<file path="src/rtl/nano_pkg.sv">
// Shared definitions for the Nano processor I/O path: state encoding, data width
// and the INPUT/OUTPUT opcodes that the control FSM decodes.
package nano_pkg;

  localparam int NANO_DATA_W = 8;

  localparam logic [3:0] OP_INPUT  = 4'hE;
  localparam logic [3:0] OP_OUTPUT = 4'hF;

  typedef enum logic [1:0] {
    S_IDLE     = 2'd0,
    S_WAIT_IN  = 2'd1,
    S_WAIT_OUT = 2'd2,
    S_DONE     = 2'd3
  } io_state_t;

endpackage

</file>
<file path="src/rtl/nano_io_timer.sv">
// Saturating wait-state counter. expire flags the last permitted wait cycle;
// TIMEOUT of zero means the counter never expires.
module nano_io_timer #(
  parameter int TO_W    = 8,
  parameter int TIMEOUT = 200
) (
  input  logic clk,
  input  logic rst,
  input  logic clr,
  input  logic en,
  output logic expire
);

  localparam logic [TO_W-1:0] LIMIT = (TIMEOUT == 0) ? {TO_W{1'b1}} : TO_W'(TIMEOUT - 1);

  logic [TO_W-1:0] cnt;

  // NOTE: non-blocking assignments for every flop so all state updates on the same edge.
  always_ff @(posedge clk or negedge rst) begin
    if (!rst) begin
      cnt <= '0;
    end else if (clr) begin
      cnt <= '0;
    end else if (en && (cnt != LIMIT)) begin
      cnt <= cnt + TO_W'(1);
    end
  end

  assign expire = (TIMEOUT != 0) && (cnt == LIMIT);

endmodule

</file>
<file path="src/rtl/nano_io_ctrl.sv">
// I/O sequencer for the Nano processor: turns INPUT/OUTPUT request pulses into
// valid/ready handshakes, stalls the control FSM and abandons dead transfers.
module nano_io_ctrl
  import nano_pkg::*;
#(
  parameter int DATA_W  = NANO_DATA_W,
  parameter int TO_W    = 8,
  parameter int TIMEOUT = 200
) (
  input  logic              clk,
  input  logic              rst,
  input  logic              rd_req,
  input  logic              wr_req,
  input  logic [DATA_W-1:0] wr_data,
  output logic [DATA_W-1:0] rd_data,
  output logic              stall,
  output logic              done,
  input  logic              in_valid,
  input  logic [DATA_W-1:0] in_data,
  output logic              in_ready,
  output logic              out_valid,
  output logic [DATA_W-1:0] out_data,
  input  logic              out_ready,
  output logic              timeout,
  output logic              err,
  input  logic              flag_clr
);

  io_state_t         state, state_n;
  logic [DATA_W-1:0] rd_data_n, out_data_n;
  logic              stall_n, done_n, in_ready_n, out_valid_n, timeout_n, err_n;
  logic              tmr_clr, tmr_en, tmr_expire;

  nano_io_timer #(
    .TO_W    (TO_W),
    .TIMEOUT (TIMEOUT)
  ) u_timer (
    .clk    (clk),
    .rst    (rst),
    .clr    (tmr_clr),
    .en     (tmr_en),
    .expire (tmr_expire)
  );

  always_ff @(posedge clk or negedge rst) begin
    if (!rst) begin
      state     <= S_IDLE;
      rd_data   <= '0;
      out_data  <= '0;
      stall     <= 1'b0;
      done      <= 1'b0;
      in_ready  <= 1'b0;
      out_valid <= 1'b0;
      timeout   <= 1'b0;
      err       <= 1'b0;
    end else begin
      state     <= state_n;
      rd_data   <= rd_data_n;
      out_data  <= out_data_n;
      stall     <= stall_n;
      done      <= done_n;
      in_ready  <= in_ready_n;
      out_valid <= out_valid_n;
      timeout   <= timeout_n;
      err       <= err_n;
    end
  end

  // NOTE: every signal gets a default before the case so no path can infer a latch.
  always_comb begin
    state_n     = state;
    rd_data_n   = rd_data;
    out_data_n  = out_data;
    stall_n     = stall;
    done_n      = 1'b0;
    in_ready_n  = in_ready;
    out_valid_n = out_valid;
    timeout_n   = timeout & ~flag_clr;
    err_n       = err & ~flag_clr;
    tmr_clr     = 1'b0;
    tmr_en      = 1'b0;

    unique case (state)
      S_IDLE: begin
        if (rd_req) begin
          // A simultaneous write is dropped; the read takes priority.
          state_n    = S_WAIT_IN;
          stall_n    = 1'b1;
          in_ready_n = 1'b1;
          tmr_clr    = 1'b1;
          if (wr_req) err_n = 1'b1;
        end else if (wr_req) begin
          state_n     = S_WAIT_OUT;
          out_data_n  = wr_data;
          stall_n     = 1'b1;
          out_valid_n = 1'b1;
          tmr_clr     = 1'b1;
        end
      end

      S_WAIT_IN: begin
        if (rd_req || wr_req) err_n = 1'b1;
        if (in_valid && in_ready) begin
          state_n    = S_DONE;
          rd_data_n  = in_data;
          in_ready_n = 1'b0;
          stall_n    = 1'b0;
          done_n     = 1'b1;
        end else if (tmr_expire) begin
          state_n    = S_DONE;
          rd_data_n  = '0;
          timeout_n  = 1'b1;
          in_ready_n = 1'b0;
          stall_n    = 1'b0;
          done_n     = 1'b1;
        end else begin
          tmr_en = 1'b1;
        end
      end

      S_WAIT_OUT: begin
        if (rd_req || wr_req) err_n = 1'b1;
        if (out_ready) begin
          state_n     = S_DONE;
          out_valid_n = 1'b0;
          stall_n     = 1'b0;
          done_n      = 1'b1;
        end else if (tmr_expire) begin
          state_n     = S_DONE;
          timeout_n   = 1'b1;
          out_valid_n = 1'b0;
          stall_n     = 1'b0;
          done_n      = 1'b1;
        end else begin
          tmr_en = 1'b1;
        end
      end

      S_DONE: begin
        if (rd_req || wr_req) err_n = 1'b1;
        state_n = S_IDLE;
      end

      default: state_n = S_IDLE;
    endcase
  end

endmodule
</file>
<file path="config.mk">
export PLATFORM = sky130hd
export DESIGN_NAME = nano_io_ctrl
export DESIGN_NICKNAME = d
export VERILOG_FILES = /design/src/rtl/nano_pkg.sv /design/src/rtl/nano_io_timer.sv /design/src/rtl/nano_io_ctrl.sv
export SDC_FILE = /design/constraint.sdc
export NUM_CORES = 1
export LEC_CHECK = 0
export BUFFER_PORTS_ARGS = -buffer_cell sky130_fd_sc_hd__buf_2
export CAP_MARGIN = 20
export CORE_UTILIZATION = 40
export CTS_CLUSTER_DIAMETER = 60
export DETAILED_ROUTE_END_ITERATION = 12
export SYNTH_ARGS = -nofsm -noshare
export SYNTH_HDL_FRONTEND = slang
export SYNTH_SLANG_ARGS = --single-unit
</file>
<file path="constraint.sdc">
create_clock -name clk -period 2.6 [get_ports clk]
set_clock_uncertainty 0.1 [all_clocks]
set_input_delay 0 -clock clk [delete_from_list [all_inputs] [get_ports clk]]
set_output_delay 0 -clock clk [all_outputs]
set_load 0.02 [all_outputs]
</file>
# Word-level counts from Yosys, hierarchy flattened
# Cells that the tools add are included.
# Widths: inputs -> output; s select.
# classes
n_bitwise,4
n_eq_ne,11
addsub,1
reduce_logical,15
muxes,42
# op_table
operator,count
$mux 8,4
$mux 1,25
$pmux 1 s2,6
$mux 2,5
$ne 3x3->1 const B,3
$add 8x1->8 const B,1
$eq 8x8->1 const B,1
$ne 8x8->1 const B,1
$pmux 2 s4,1
$reduce_bool 2->1,4
$ne 2x2->1 const B,3
$reduce_and 3->1,2
$eq 2x2->1 const B,2
$reduce_and 2->1,2
$reduce_and 4->1,1
$pmux 1 s3,1
$reduce_bool 3->1,1
$reduce_or 3->1,1
$and 1x1->1,2
$eq 2x1->1 const B,1
$logic_and 1x1->1,2
$logic_not 2->1,1
$not 1->1,2
$logic_or 1x1->1,1
# word_totals
ff_bits,32
word_cells,83

# Logic depth before layout (Yosys ltp)
# Gate-level depths: netlist of run 1.
# depth
depth_word,7
depth_mapped,7

# By module
# Synthesis of run 1 repeated with hierarchy kept, for this count alone.
# unflattened
hier_cells,142
hier_area_um2,1584.0
# by_module_without_submodules
module,area_each_um2,seq_area_each_um2,cells_each,instances
nano_io_ctrl,1142.3,600.6,96,1
nano_io_timer,441.7,200.2,46,1

# Least setup slack after synthesis of run 1
# OpenSTA, ideal clock, no wires.
# synth_timing
path_type,register to register
start,reg state[1]
end,reg u_timer.cnt[3]
path_slack_ns,0.768
arrival_time_ns,1.654
period_less_slack_ns,1.832
t_required_ns,2.422
setup_time_ns,0.078
path_stages_with_launch,7
cell_sequence,dfrtp_1 inv_1 ha_1 a21boi_4 o21ai_2 or4_1 a21oi_1
# synth_between
elab_chain_cells,4
# synth_rtl
element,line,text
from (decl),nano_io_ctrl.sv:29,"io_state_t state, state_n;"
from (signal assigned),nano_io_ctrl.sv:57,state <= state_n;
$eq 2x2->1 or $eq 2x1->1 (tied branches),nano_io_ctrl.sv:83,unique case (state)
$pmux 1 s2,nano_io_ctrl.sv:83,
$logic_and 1x1->1,nano_io_timer.sv:24,end else if (en && (cnt != LIMIT)) begin
$reduce_bool 2->1 (no source line),n/a,
to (signal assigned),nano_io_timer.sv:25,cnt <= cnt + TO_W'(1);
to (decl),nano_io_timer.sv:16,logic [TO_W-1:0] cnt;
# Parallel ways exist; a longest one is shown, timed or not.
# A chain may end at the register's enable or synchronous reset.

# Worst setup path after layout of run 1
# layout_timing
start,reg u_timer.cnt[0]
end,reg state[0]
# layout_between
elab_chain_cells,4
# layout_rtl
element,line,text
$eq 8x8->1 (*),nano_io_timer.sv:29,assign expire = (TIMEOUT != 0) && (cnt == LIMIT);
$mux 2 (*),n/a,
$mux 2 (on tied branches),n/a,
$pmux 2 s4 (*),n/a,
# Mark *: on every way between the ends. The rest lies on a longest branch, timed or not.

==> results of run 1 <==
-- flip-flops by register name, indices dropped and copies added, names as in the netlist --
| name | cells |
|---|---|
| out_data | 8 |
| timeout | 1 |
| in_ready | 1 |
| stall | 1 |
| err | 1 |
| rd_data | 8 |
| done | 1 |
| u_timer.cnt | 8 |
| out_valid | 1 |
| state | 2 |
-- per-stage QoR --
| step | instance area, sq um | setup slack (ns) | util (%) | cells | hold slack, ns |
|---|---|---|---|---|---|
| after floorplan | 1511 | 0.7685 | - | 136 | -0.3956 |
| after global placement | 1777 | 0.5468 | 51.23 | 224 | -0.02282 |
| after detailed placement | 1777 | 0.4307 | 51.23 | 224 | -0.01077 |
| after CTS | 2108 | 0.07141 | 60.79 | 254 | 0.08424 |
| after global routing | 2115 | 0.1098 | 60.97 | 254 | 0.1435 |
| final | 2115 | 0.2523 | 60.97 | 254 | 0.08920 |
-- cell families (layout without fill, tap and decap cells) --
| group | after synthesis | count (layout) | synth area share, % |
|---|---|---|---|
| adder cells (fa/ha/maj) | 5 | 5 | 4.139 |
| multiplexers | 8 | 8 | 5.961 |
| XOR/XNOR | 1 | 1 | 0.5796 |
| flip-flops | 32 | 32 | 52.98 |
| AND/OR/NAND/NOR | 36 | 36 | 13.08 |
| buffers and inverters | 9 | 81 | 2.814 |
| AO/OA/AOI/OAI | 45 | 45 | 20.45 |
-- area by class of cell --
cell class	instances	area [sq um]	share of cell area (%)
sequential	32	800.8	37.87
multi-input combinational	95	674.4	31.89
tap	46	57.56	2.722
clock inverter	3	42.54	2.012
clock buffer	5	68.82	3.254
timing repair buffer	67	447.9	21.18
inverter	6	22.52	1.065
-- worst paths after layout --
path / endpoint / slack (ns) / cells after the start
max: state[0]$_DFFE_PN0P_ / 0.25 / 7
min: done$_DFF_PN0_ / 0.09 / 5
max reg2reg: state[0]$_DFFE_PN0P_ / 0.25 / 7
min in group asynchronous: u_timer.cnt[7]$_DFFE_PN0P_ / 0.20 / 2
max in group asynchronous: u_timer.cnt[5]$_DFFE_PN0P_ / 1.75 / 2
min reg2reg: rd_data[0]$_DFFE_PN0P_ / 0.40 / 1
-- routing by layer --
| layer | wire length, um | vias to the layer above | share of wire (%) | global-route usage [%] |
|---|---|---|---|---|
| li1 | - | 646 | - | - |
| met1 | 1640 | 624 | 49 | 24.68 |
| met4 | 46 | 0 | 1.4 | 7.670 |
| met5 | 0 | - | 0 | 0 |
| met2 | 1510 | 43 | 45 | 28.59 |
| met3 | 183 | 6 | 5.4 | 4.891 |
-- cells in the mapped netlist, drive strengths merged --
cell and count:
inv 6, o22ai 1, a311oi 1, dfrtp 32, o21ai 13, xor2 1
o21a 1, nor3 1, a21oi 12, nor2 9, nand4 2, o211ai 1
and2 3, or4 2, nor4 1, and4 1, a211oi 2, o22a 1
a21boi 1, nand3b 1, nand2 5, a22o 9, o41ai 1, buf 3
and2b 1, or3 4, nand3 2, o21bai 1, mux2 8, ha 5
and3 1, nor2b 2, o2111ai 1, or2 1
-- cells in the final DEF, fill, tap and decap left out, types with 3 or more instances in the layout --
master / count
sky130_fd_sc_hd__a22o_1: 9
sky130_fd_sc_hd__mux2_2: 8
sky130_fd_sc_hd__nor2_1: 9
sky130_fd_sc_hd__clkbuf_8: 5
sky130_fd_sc_hd__nand2_1: 5
sky130_fd_sc_hd__and2_1: 3
sky130_fd_sc_hd__inv_1: 6
sky130_fd_sc_hd__buf_2: 44
sky130_fd_sc_hd__dlygate4sd3_1: 22
sky130_fd_sc_hd__o21ai_0: 11
sky130_fd_sc_hd__a21oi_1: 12
sky130_fd_sc_hd__dfrtp_1: 32
sky130_fd_sc_hd__ha_1: 5
-- timing repair --
action | 4_1_cts | 5_1_grt
endpoints found under the hold margin | 52 | 0
setup endpoints to repair | 0 | 1
hold buffers | 22 | 0
gates resized for setup | 0 | 1
-- worst max-delay path, stage by stage (launching register included) --
cell and delay (ns):
sky130_fd_sc_hd__dfrtp_1 0.40, sky130_fd_sc_hd__ha_1 0.25, sky130_fd_sc_hd__nand3b_1 0.13, sky130_fd_sc_hd__nor4_2 0.40, sky130_fd_sc_hd__buf_4 0.24, sky130_fd_sc_hd__o41ai_1 0.07
sky130_fd_sc_hd__a21oi_1 0.14, sky130_fd_sc_hd__dlygate4sd3_1 0.55
-- power groups by stage --
stage                     logic [mW]  registers [mW]  clock network (mW)
final                           1.01           0.806               0.464
after global routing            1.11           0.826               0.499
after CTS                       1.02           0.802               0.479
after detailed placement       0.970           0.806                   0
after global placement         0.950           0.801                   0
after floorplan                0.506           0.989                   0
==> results.md, run 1 <==
- The run finished with clean final reports.
- The number of nets with antenna violations after detailed routing is 0.
- The final-report hold violation count was 0.
- The tool flagged a number of max-cap violations equal to 0.
- Buffers inserted during clock tree synthesis total 5.
- Yosys printed 0 warnings.
- For this configuration, the core starts out at a cell density of 43.58%.
- The total vias in the final route is 1319.
- The depth of the CTS H-tree is 2.
- The launching element of the worst setup path is u_timer.cnt[0]$_DFFE_PN0P_.
- Dividing the detail-routed via count by the number of cells gives 5.193.
- Cell internal power was estimated by the tool at 1.401 mW.
- The pin count of the biggest net entering global routing is 33.
- Of all nets on the critical path, the largest fanout is 6.
- In this run the biggest area consumer among cell types represents 52.98% of the synthesized area.
- The wire length per cell is 13.31 um.
- The region available for standard cell placement spans 0.003468 sq mm.
- The floorplan die width is 63.47 um.
- The worst hold-check path type is in -> reg.
- After synthesis, the netlist uses 38 different library cells.
- The minimum clock period after layout is 2.348 ns.
- The root buffer cell is sky130_fd_sc_hd__clkbuf_8.
- The DRC marker count from the first detailed-route iteration is 35.
- The worst setup path is captured at a flip-flop.
- The slew at the pin closest to its max-slew limit is 0.6916 ns.
- The clock network fraction of total power is 20.3%.
- The share of total power consumed by net switching is 38.63%.
- The count of mapped cells out of synthesis is 136.
- The flop and latch count out of synthesis is 32.
- Adding up every negative setup slack in the final design gives 0 ns.
- Sorting the synthesized cells by area gives the leading types as sky130_fd_sc_hd__dfrtp_1 (53%), sky130_fd_sc_hd__mux2_2 (6.0%), sky130_fd_sc_hd__a22o_1 (5.2%).
- The number of sinks on the clock net is 32.
- The remaining routing DRC violations is 0.
- The port buffer count is 44.
- After clock tree synthesis, the clock-pin slew on the worst setup and hold paths is 0.06 ns.
- The worst pin sits at a relative slew slack of 53.89%.
- The antenna cell count is 0.
- The later pin in the worst-skew pair is clocked with a latency of 0.28 ns.
- Global routing finished with a remaining overflow of 0.
- Across the VDD grid, the largest voltage drop is 565.8 uV.
- The net switching power is 0.8820 mW.
- The detailed-route wire length is 3.381 mm.
- The overall die height is 63.47 um.
- The number of cell rows is 21.
- The launch instance of the worst register-to-register path is u_timer.cnt[0]$_DFFE_PN0P_.
- The sequential share of power is 35.3%.
- The worst path arrival time is 2.47 ns.
- The largest total area in the synthesized netlist belongs to sky130_fd_sc_hd__dfrtp_1.
- The number of pins with negative max-slew slack in the final report is 0.
- Setup violations remaining at the end of the flow were counted as 0.
- The worst setup path is launched from a flip-flop.
- No sink is reached through more buffers than the 2 on the longest clock path.
- The final net count is 235.
- The synthesized area divided by synthesized cell count is 11.11 sq um.
- The total routing resource utilization after global routing is 18.59%.
- Once the clock tree was built, the setup fixing pass inserted 0 buffers.
- Sequential elements use 52.98% of the synthesized area.
- The post-layout total power is 2.283 mW.
- Derived from the worst setup path, the maximum achievable clock frequency is 426.0 MHz.
- Setup repair after global routing left no endpoint under its margin.
- Power spread over the standard cell area amounts to 1080 mW/mm^2.
- The combinational group share of total power is 44.4%.
- The I/O pin count is 45.
- The leakage dissipation is 0.9964 nW.
- The number of global-route vias before repair is 1272.
- The die covers 0.004028 sq mm.
- The wire-length estimate of the detail-placed layout is 2.303 mm.
- The area growth from synthesis to final layout is 39.90%.
- The clock tree from TritonCTS is built.
- The first-pass GRT wire length is 5.782 mm.
- After synthesis the cells add up to 0.001511 sq mm.
- The filler cells instantiated in the layout total 306.
- STA puts the critical path data required time at 2.72 ns.
- The first detailed-routing pass ran for 4 iterations.
- The number of antenna violations at the first check in global routing was 0.
- Cells with a size suffix above 1 make up 33.17% of the layout.
- The critical path in this run is classified as reg -> reg.
- After layout, the worst path uses 90.30% of the clock period.
- The start point of the worst hold path is in_valid.
- When the netlist entered floorplanning its net count stood at 164.
- The last weighted congestion value of the routability-driven placer is 0.7569.
(Power assumes the default switching activity.)
==> run 2: changes to the inputs <==
BUFFER_PORTS_ARGS = -buffer_cell sky130_fd_sc_hd__buf_4   (was -buffer_cell sky130_fd_sc_hd__buf_2)
HOLD_SLACK_MARGIN = 0.03   (was unset)
==> run 2 against run 1 <==
Against the previous run:
- critical path depth unchanged
- die area did not move
- sequential cell count unchanged
- global-route usage increased by 1.5 points
- total power is 0.94% higher
- cell count unchanged
- sequential share of layout area decreased by 1.5 points
- clock power is 19% lower
- hold slack got worse by 0.029 ns
- critical path type unchanged
- register-to-register slack improved by 0.13 ns
- via count fell by 1.1%
- final area grew 4.0%
==> results.md, run 2 (synthesis gave the netlist of run 1 again) <==
- The number of cell rows is 21.
- The register clock-pin slew on the reported worst setup and hold paths is 0.06 ns.
- For this run, the number of standard cells in the final layout without fillers is 254.
- The detail route stage leaves a number of antenna-violating nets equal to 0.
- The area of the core is 0.003468 sq mm.
- At the pin with the least slew margin, the transition time is 0.5928 ns.
- The number of fill cells is 316.
- The number of global-route vias before repair is 1341.
- Of the total power, registers draw 35.2%.
- The floorplan step defined a die boundary enclosing 0.004028 sq mm.
- Summed over all cells, the static leakage comes to 1.027 nW.
- Dividing total power by cell area gives a power density of 1048 mW/mm^2.
- The hold path endpoint is done$_DFF_PN0_.
- The clock network fraction of total power is 16.4%.
- The first-pass GRT wire length is 6.196 mm.
- The total vias in the final route is 1305.
- Counting every sink on the clock net gives 32.
- Static timing analysis puts the maximum clock frequency at 450.6 MHz.
- The total overflow left after global routing is 0.
- The data required time of the worst path is 2.66 ns.
- Wires add up to 3.496 mm.
- The detailed placement HPWL is 2.479 mm.
- The number of antenna violations at the first check in global routing is 0.
- The final-report hold violation count was 0.
- The worst-case IR drop observed on VDD is 573.4 uV.
- Pin placement for this block handled 45 I/O pins.
- The wire length the detailed router placed on met1 is 1.622 mm.
- The start point of the worst hold path is in_valid.
- The worst hold path was traced through 5 stages.
- The remaining routing DRC violations is 0.
- In this run the critical register-to-register path is launched from u_timer.cnt[0]$_DFFE_PN0P_.
- The flow ran to the end, and the final reports show no timing, DRC or antenna violations.
- The effective utilization at floorplan is 43.58%.
- Entering global routing, the biggest net connects 33 pins.
- Of the total power, combinational logic draws 48.4%.
- The final setup violation count is 0.
- The tool flagged a number of max-cap violations equal to 0.
- The tree is rooted in a sky130_fd_sc_hd__clkbuf_8.
- Counting cells, the worst reg-to-reg path comes to 7.
- The count of TritonRoute iterations in the first routing pass is 4.
- Dividing the detail-routed wire length by the instance count gives 13.76 um.
- The post-layout total power is 2.304 mW.
- The reg-to-reg critical path endpoint is state[0]$_DFFE_PN0P_.
- The share of total power consumed by net switching is 38.23%.
- In this run the worst hold path is classified as in -> reg.
- The worst path arrival time is 2.28 ns.
- The die is 63.47 um tall.
- The minimum clock period after layout is 2.219 ns.
- Setup repair after global routing left no endpoint under its margin.
- Clock latency on the worst-skew pair, taken at its later pin, is 0.28 ns.
- In the final layout, the share of cells above drive strength 1 is 32.69%.
- Headroom to the max-slew limit came out at 60.33%.
- The portion of the clock cycle consumed by the worst path in the final layout is 85.36%.
- The number of pins with negative max-slew slack in the final report came to 0.
- In this run the number of H-tree levels came out at 2.
- The port buffer count is 44.
- The path type of the worst setup path is reg -> reg.
- The design internal power is 1.424 mW.
- Global routing used 20.06% of the available tracks across all layers.
- The longest clock path from root to sink contains 2 buffers.
- The library cells used most frequently in the layout, excluding fill and tap cells, are sky130_fd_sc_hd__buf_4 (45), sky130_fd_sc_hd__dfrtp_1 (32), sky130_fd_sc_hd__dlygate4sd3_1 (22).
- The floorplan die width is 63.47 um.
- The area growth from synthesis to layout is 45.53%.
- The routed length on met3 is 185 um.
- Along the worst path, the maximum fanout reaches 11.
- For flop-to-flop paths, the worst setup slack is 0.38 ns.
- The worst setup path is captured at a flip-flop.
- TritonCTS built the clock tree.
- In this run, the number of DRC markers left after iteration 0 of detailed routing was 50.
- The highest metal layer with signal wires is met4.
- The launching element of the worst setup path is u_timer.cnt[0]$_DFFE_PN0P_.
- The final net count is 235.
- The total clock buffers created by CTS is 5.
- For the final routed database, the setup TNS stands at 0 ns.
- STA classifies the critical path startpoint as a flip-flop.
- Counting tap cells, the placed design contains a total of 224 instances.
- The mean number of vias per cell is 5.138.
- The largest registers in the layout are out_data x8, rd_data x8, u_timer.cnt x8.
- The antenna cell count is 0.
- The last weighted congestion value of the routability-driven placer is 0.8196.
- The total length of routed met2 wires is 1.643 mm.
- The library cell used most frequently in the layout, excluding fill and tap cells, is sky130_fd_sc_hd__buf_4.
- For this design the total switching power over the nets is 0.8809 mW.
-- run 2: cell type report --
cell class	instances	area, sq um	share of cell area (%)
Clock inverter	2	10.01	0.4551
Sequential cell	32	800.8	36.40
Tap cell	46	57.56	2.617
Multi-Input combinational cell	95	668.1	30.38
Timing Repair Buffer	67	558.0	25.37
Inverter	6	22.52	1.024
Clock buffer	6	82.58	3.754
-- run 2: how the worst max path moves through the flow --
stage	endpoint	slack, ns	cells after the start
after floorplan	u_timer.cnt[3]$_DFFE_PN0P_	0.77	6
after global placement	u_timer.cnt[3]$_DFFE_PN0P_	0.63	6
after detailed placement	u_timer.cnt[3]$_DFFE_PN0P_	0.53	6
after CTS	state[0]$_DFFE_PN0P_	0.39	7
after global routing	state[0]$_DFFE_PN0P_	0.24	7
final	state[0]$_DFFE_PN0P_	0.38	7
-- run 2: repair_timing --
item                                   4_1_cts  5_1_grt
endpoints found under the hold margin       52        0
gates resized for setup                      0        0
hold buffers                                22        0
buffers inserted                             0        0
-- run 2: critical path, cell delays in order (launching register included) --
cell and delay (ns):
sky130_fd_sc_hd__dfrtp_1 0.41, sky130_fd_sc_hd__ha_1 0.28, sky130_fd_sc_hd__nand3b_1 0.13, sky130_fd_sc_hd__nor4_1 0.05, sky130_fd_sc_hd__buf_4 0.18, sky130_fd_sc_hd__o41ai_1 0.28, sky130_fd_sc_hd__a21oi_1 0.11, sky130_fd_sc_hd__dlygate4sd3_1 0.56
-- run 2: power groups by stage --
stage               logic [mW]  clock network, mW  registers, mW
finish                    1.12              0.378          0.811
global route              1.21              0.418          0.838
CTS                       1.12              0.393          0.812
detailed placement        1.07                  0          0.817
global placement          1.05                  0          0.805
floorplan                0.506                  0          0.989
-- run 2: stage by stage --
stage	instance area, sq um	worst slack, ns	hold WS (ns)	utilization, %
6_report	2200	0.3805	0.06061	63.42
4_1_cts	2200	0.3912	0.05383	63.42
5_1_grt	2200	0.2397	0.08907	63.42
3_3_place_gp	1887	0.6258	-0.1442	54.40
3_5_place_dp	1887	0.5278	-0.1388	54.40
2_1_floorplan	1511	0.7685	-0.3956	-
-- run 2: per-layer routing --
metal	GRT usage, %	up-vias
met3	4.710	4
li1	-	642
met4	8.523	0
met2	30.98	36
met1	26.78	623
met5	0	-
==> run 3: changes to the inputs <==
CORE_ASPECT_RATIO = 0.6   (was unset)
CORE_MARGIN = 8   (was unset)
==> run 3 against run 2 <==
Against the previous run:
- final area up 1.9%
- count of clock-buffer cells in the layout up 1
- first-iteration DRC count down 12%
- critical path depth unchanged
- highest routed layer unchanged
- largest power group unchanged
- register-to-register slack worse by 0.04 ns
- sequential share of layout area down 0.69 points
==> results.md, run 3 (synthesis gave the netlist of run 1 again) <==
- The run finished with clean final reports.
- Across every metal layer, demand over resource in global routing totals 14.07%.
- The number of pins with negative max-slew slack in the final report was 0.
- The power per cell area is 1107 mW/mm^2.
- The area of the core is 0.003637 sq mm.
- Relative to the synthesized area, the layout overhead comes to 48.34%.
- The largest registers in the layout are out_data x8, rd_data x8, u_timer.cnt x8.
- The final layout contains routed wiring with a total length of 4.118 mm.
- The path type of the worst setup path is reg -> reg.
- The library cells used most frequently in the layout, excluding fill and tap cells, are sky130_fd_sc_hd__buf_4 (46), sky130_fd_sc_hd__dfrtp_1 (32), sky130_fd_sc_hd__dlygate4sd3_1 (22).
- Dividing the detail-routed wire length by the instance count gives 16.09 um.
- The type of origin of the critical path is a flip-flop.
- The number of resized instances in the post-cts repair step is 0.
- The data required time of the worst path is 2.72 ns.
- The congestion estimate from routability-driven global placement came to 0.8277.
- The first TritonRoute pass finished after 4 iterations.
- The post-route netlist has 33.01% of its cells at a drive strength greater than 1.
- Based on the critical path, the design can be clocked at up to 442.5 MHz.
- After detailed routing, the number of remaining DRC violations is 0.
- The element type at the critical path end is a flip-flop.
- After the flow finishes, the layout carries non-filler instances totaling 256.
- Summed over all failing endpoints, the final setup total negative slack is 0 ns.
- The maximum fanout encountered on the critical timing path is 6.
- Setup repair after global routing left no endpoint under its margin.
- The die covers 0.006066 sq mm.
- In this run the vertical extent of the chip is 63.62 um.
- STA puts the critical path data arrival time at 2.38 ns.
- The tightest hold path in the finished design has a slack of 0.06836 ns.
- The first global-routing pass estimated 6.582 mm of wire.
- TritonCTS built the clock tree.
- The number of setup buffers added after CTS is 0.
- For this run the aggregate overflow at the end of global routing stands at 0.
- The final setup violation count is 0.
- The completed layout was analyzed and its total power is 2.482 mW.
- The depth of the CTS H-tree is 2.
- VDD sags by at most 675.0 uV.
- The register clock-pin slew on the reported worst setup and hold paths is 0.06 ns.
- The most common library cell in the layout ignoring fill and taps is sky130_fd_sc_hd__buf_4.
- The I/O pin count is 45.
- The number of antenna violations at the first check in global routing is 0.
- TritonCTS created 5 clock buffers.
- The first routing iteration left 44 violations.
- Row generation in the floorplan step produced 17 rows.
- The port buffer count is 44.
- The floorplan die width is 95.36 um.
- The total vias in the final route is 1304.
- Detailed placement ended at an HPWL of 2.963 mm.
- The final-report hold violation count was 0.
- For this configuration, the core starts out at a cell density of 41.55%.
- The clock network latency to the later pin of the worst-skew pair is 0.29 ns.
- Entering global routing, the biggest net connects 33 pins.
- The number of global-route vias before repair is 1277.
- The analysis attributes to cell leakage a power of 1.046 nW.
- The minimum clock period after layout is 2.260 ns.
- The mean number of vias per cell is 5.094.
- Dividing the final minimum period by the clock period gives 86.93%.
- In this run the tightest slew margin relative to its limit is 63.85%.
- The antenna cell count is 0.
- In this run the remaining antenna-violating nets after routing total 0.
- The number of fill cells is 297.
- The slew at the pin closest to its max-slew limit is 0.5402 ns.
- The root buffer cell is sky130_fd_sc_hd__clkbuf_8.
- The deepest clock path buffer count is 2.
- Across the run, the number of max-cap violations was 0.
- In this run, placement finished with an instance count of 226.
- The final net count is 236.
- Cells fill 61.64% of the core in the end.
- The number of sinks on the clock net is 32.
- In this run the worst hold path is classified as in -> reg.
-- run 3: changes by cell type in the layout (fill, tap and decap cells not counted), sizes merged --
cell,change
buf,+1
clkbuf,+1
bufinv,+1
clkinv,-2
-- run 3: metrics by stage --
step | instance area [sq um] | worst slack [ns]
floorplan | 1511 | 0.7685
global placement | 1896 | 0.6348
detailed placement | 1896 | 0.4789
CTS | 2242 | 0.4052
global route | 2242 | 0.2222
finish | 2242 | 0.3399
-- run 3: final timing paths --
check | startpoint | slack, ns | endpoint | cells after the start
max | u_timer.cnt[1]$_DFFE_PN0P_ | 0.34 | state[0]$_DFFE_PN0P_ | 7
min in group asynchronous | rst | 0.08 | state[1]$_DFFE_PN0P_ | 2
max in group asynchronous | rst | 2.03 | rd_data[5]$_DFFE_PN0P_ | 2
max reg2reg | u_timer.cnt[1]$_DFFE_PN0P_ | 0.34 | state[0]$_DFFE_PN0P_ | 7
min reg2reg | rd_data[2]$_DFFE_PN0P_ | 0.41 | rd_data[2]$_DFFE_PN0P_ | 1
min | in_valid | 0.07 | done$_DFF_PN0_ | 5
-- run 3: power breakdown --
group	switching (mW)	leakage, nW	internal (mW)
registers	0.126	0.402	0.683
clock network	0.185	0.0645	0.338
logic	0.621	0.579	0.530
-- run 3: timing repair --
item | in CTS | in global routing
hold endpoints to repair | 52 | 0
hold buffers | 22 | 0
endpoints found under the setup margin | 0 | 0
-- run 3: routing by layer --
layer  part of all wire (%)  global-route usage [%]
met1                     50                   20.24
met2                     40                   18.61
met3                    8.0                   4.255
met4                    1.4                   5.803
met5                      0                       0
-- run 3: worst max-delay path, cell delays in order, from the launching register on --
cell	delay, ns
sky130_fd_sc_hd__dfrtp_1	0.39
sky130_fd_sc_hd__ha_1	0.27
sky130_fd_sc_hd__nand3b_1	0.12
sky130_fd_sc_hd__nor4_1	0.32
sky130_fd_sc_hd__buf_4	0.23
sky130_fd_sc_hd__o41ai_1	0.07
sky130_fd_sc_hd__a21oi_1	0.14
sky130_fd_sc_hd__dlygate4sd3_1	0.57
-- run 3: cell type report --
cell class / count / area (sq um) / share of cell area [%]
clock buffer: 7 / 96.34 / 4.297
clock inverter: 1 / 30.03 / 1.339
inverter: 6 / 22.52 / 1.004
multi-input combinational: 95 / 668.1 / 29.80
sequential: 32 / 800.8 / 35.71
tap: 47 / 58.81 / 2.623
timing repair buffer: 68 / 565.5 / 25.22
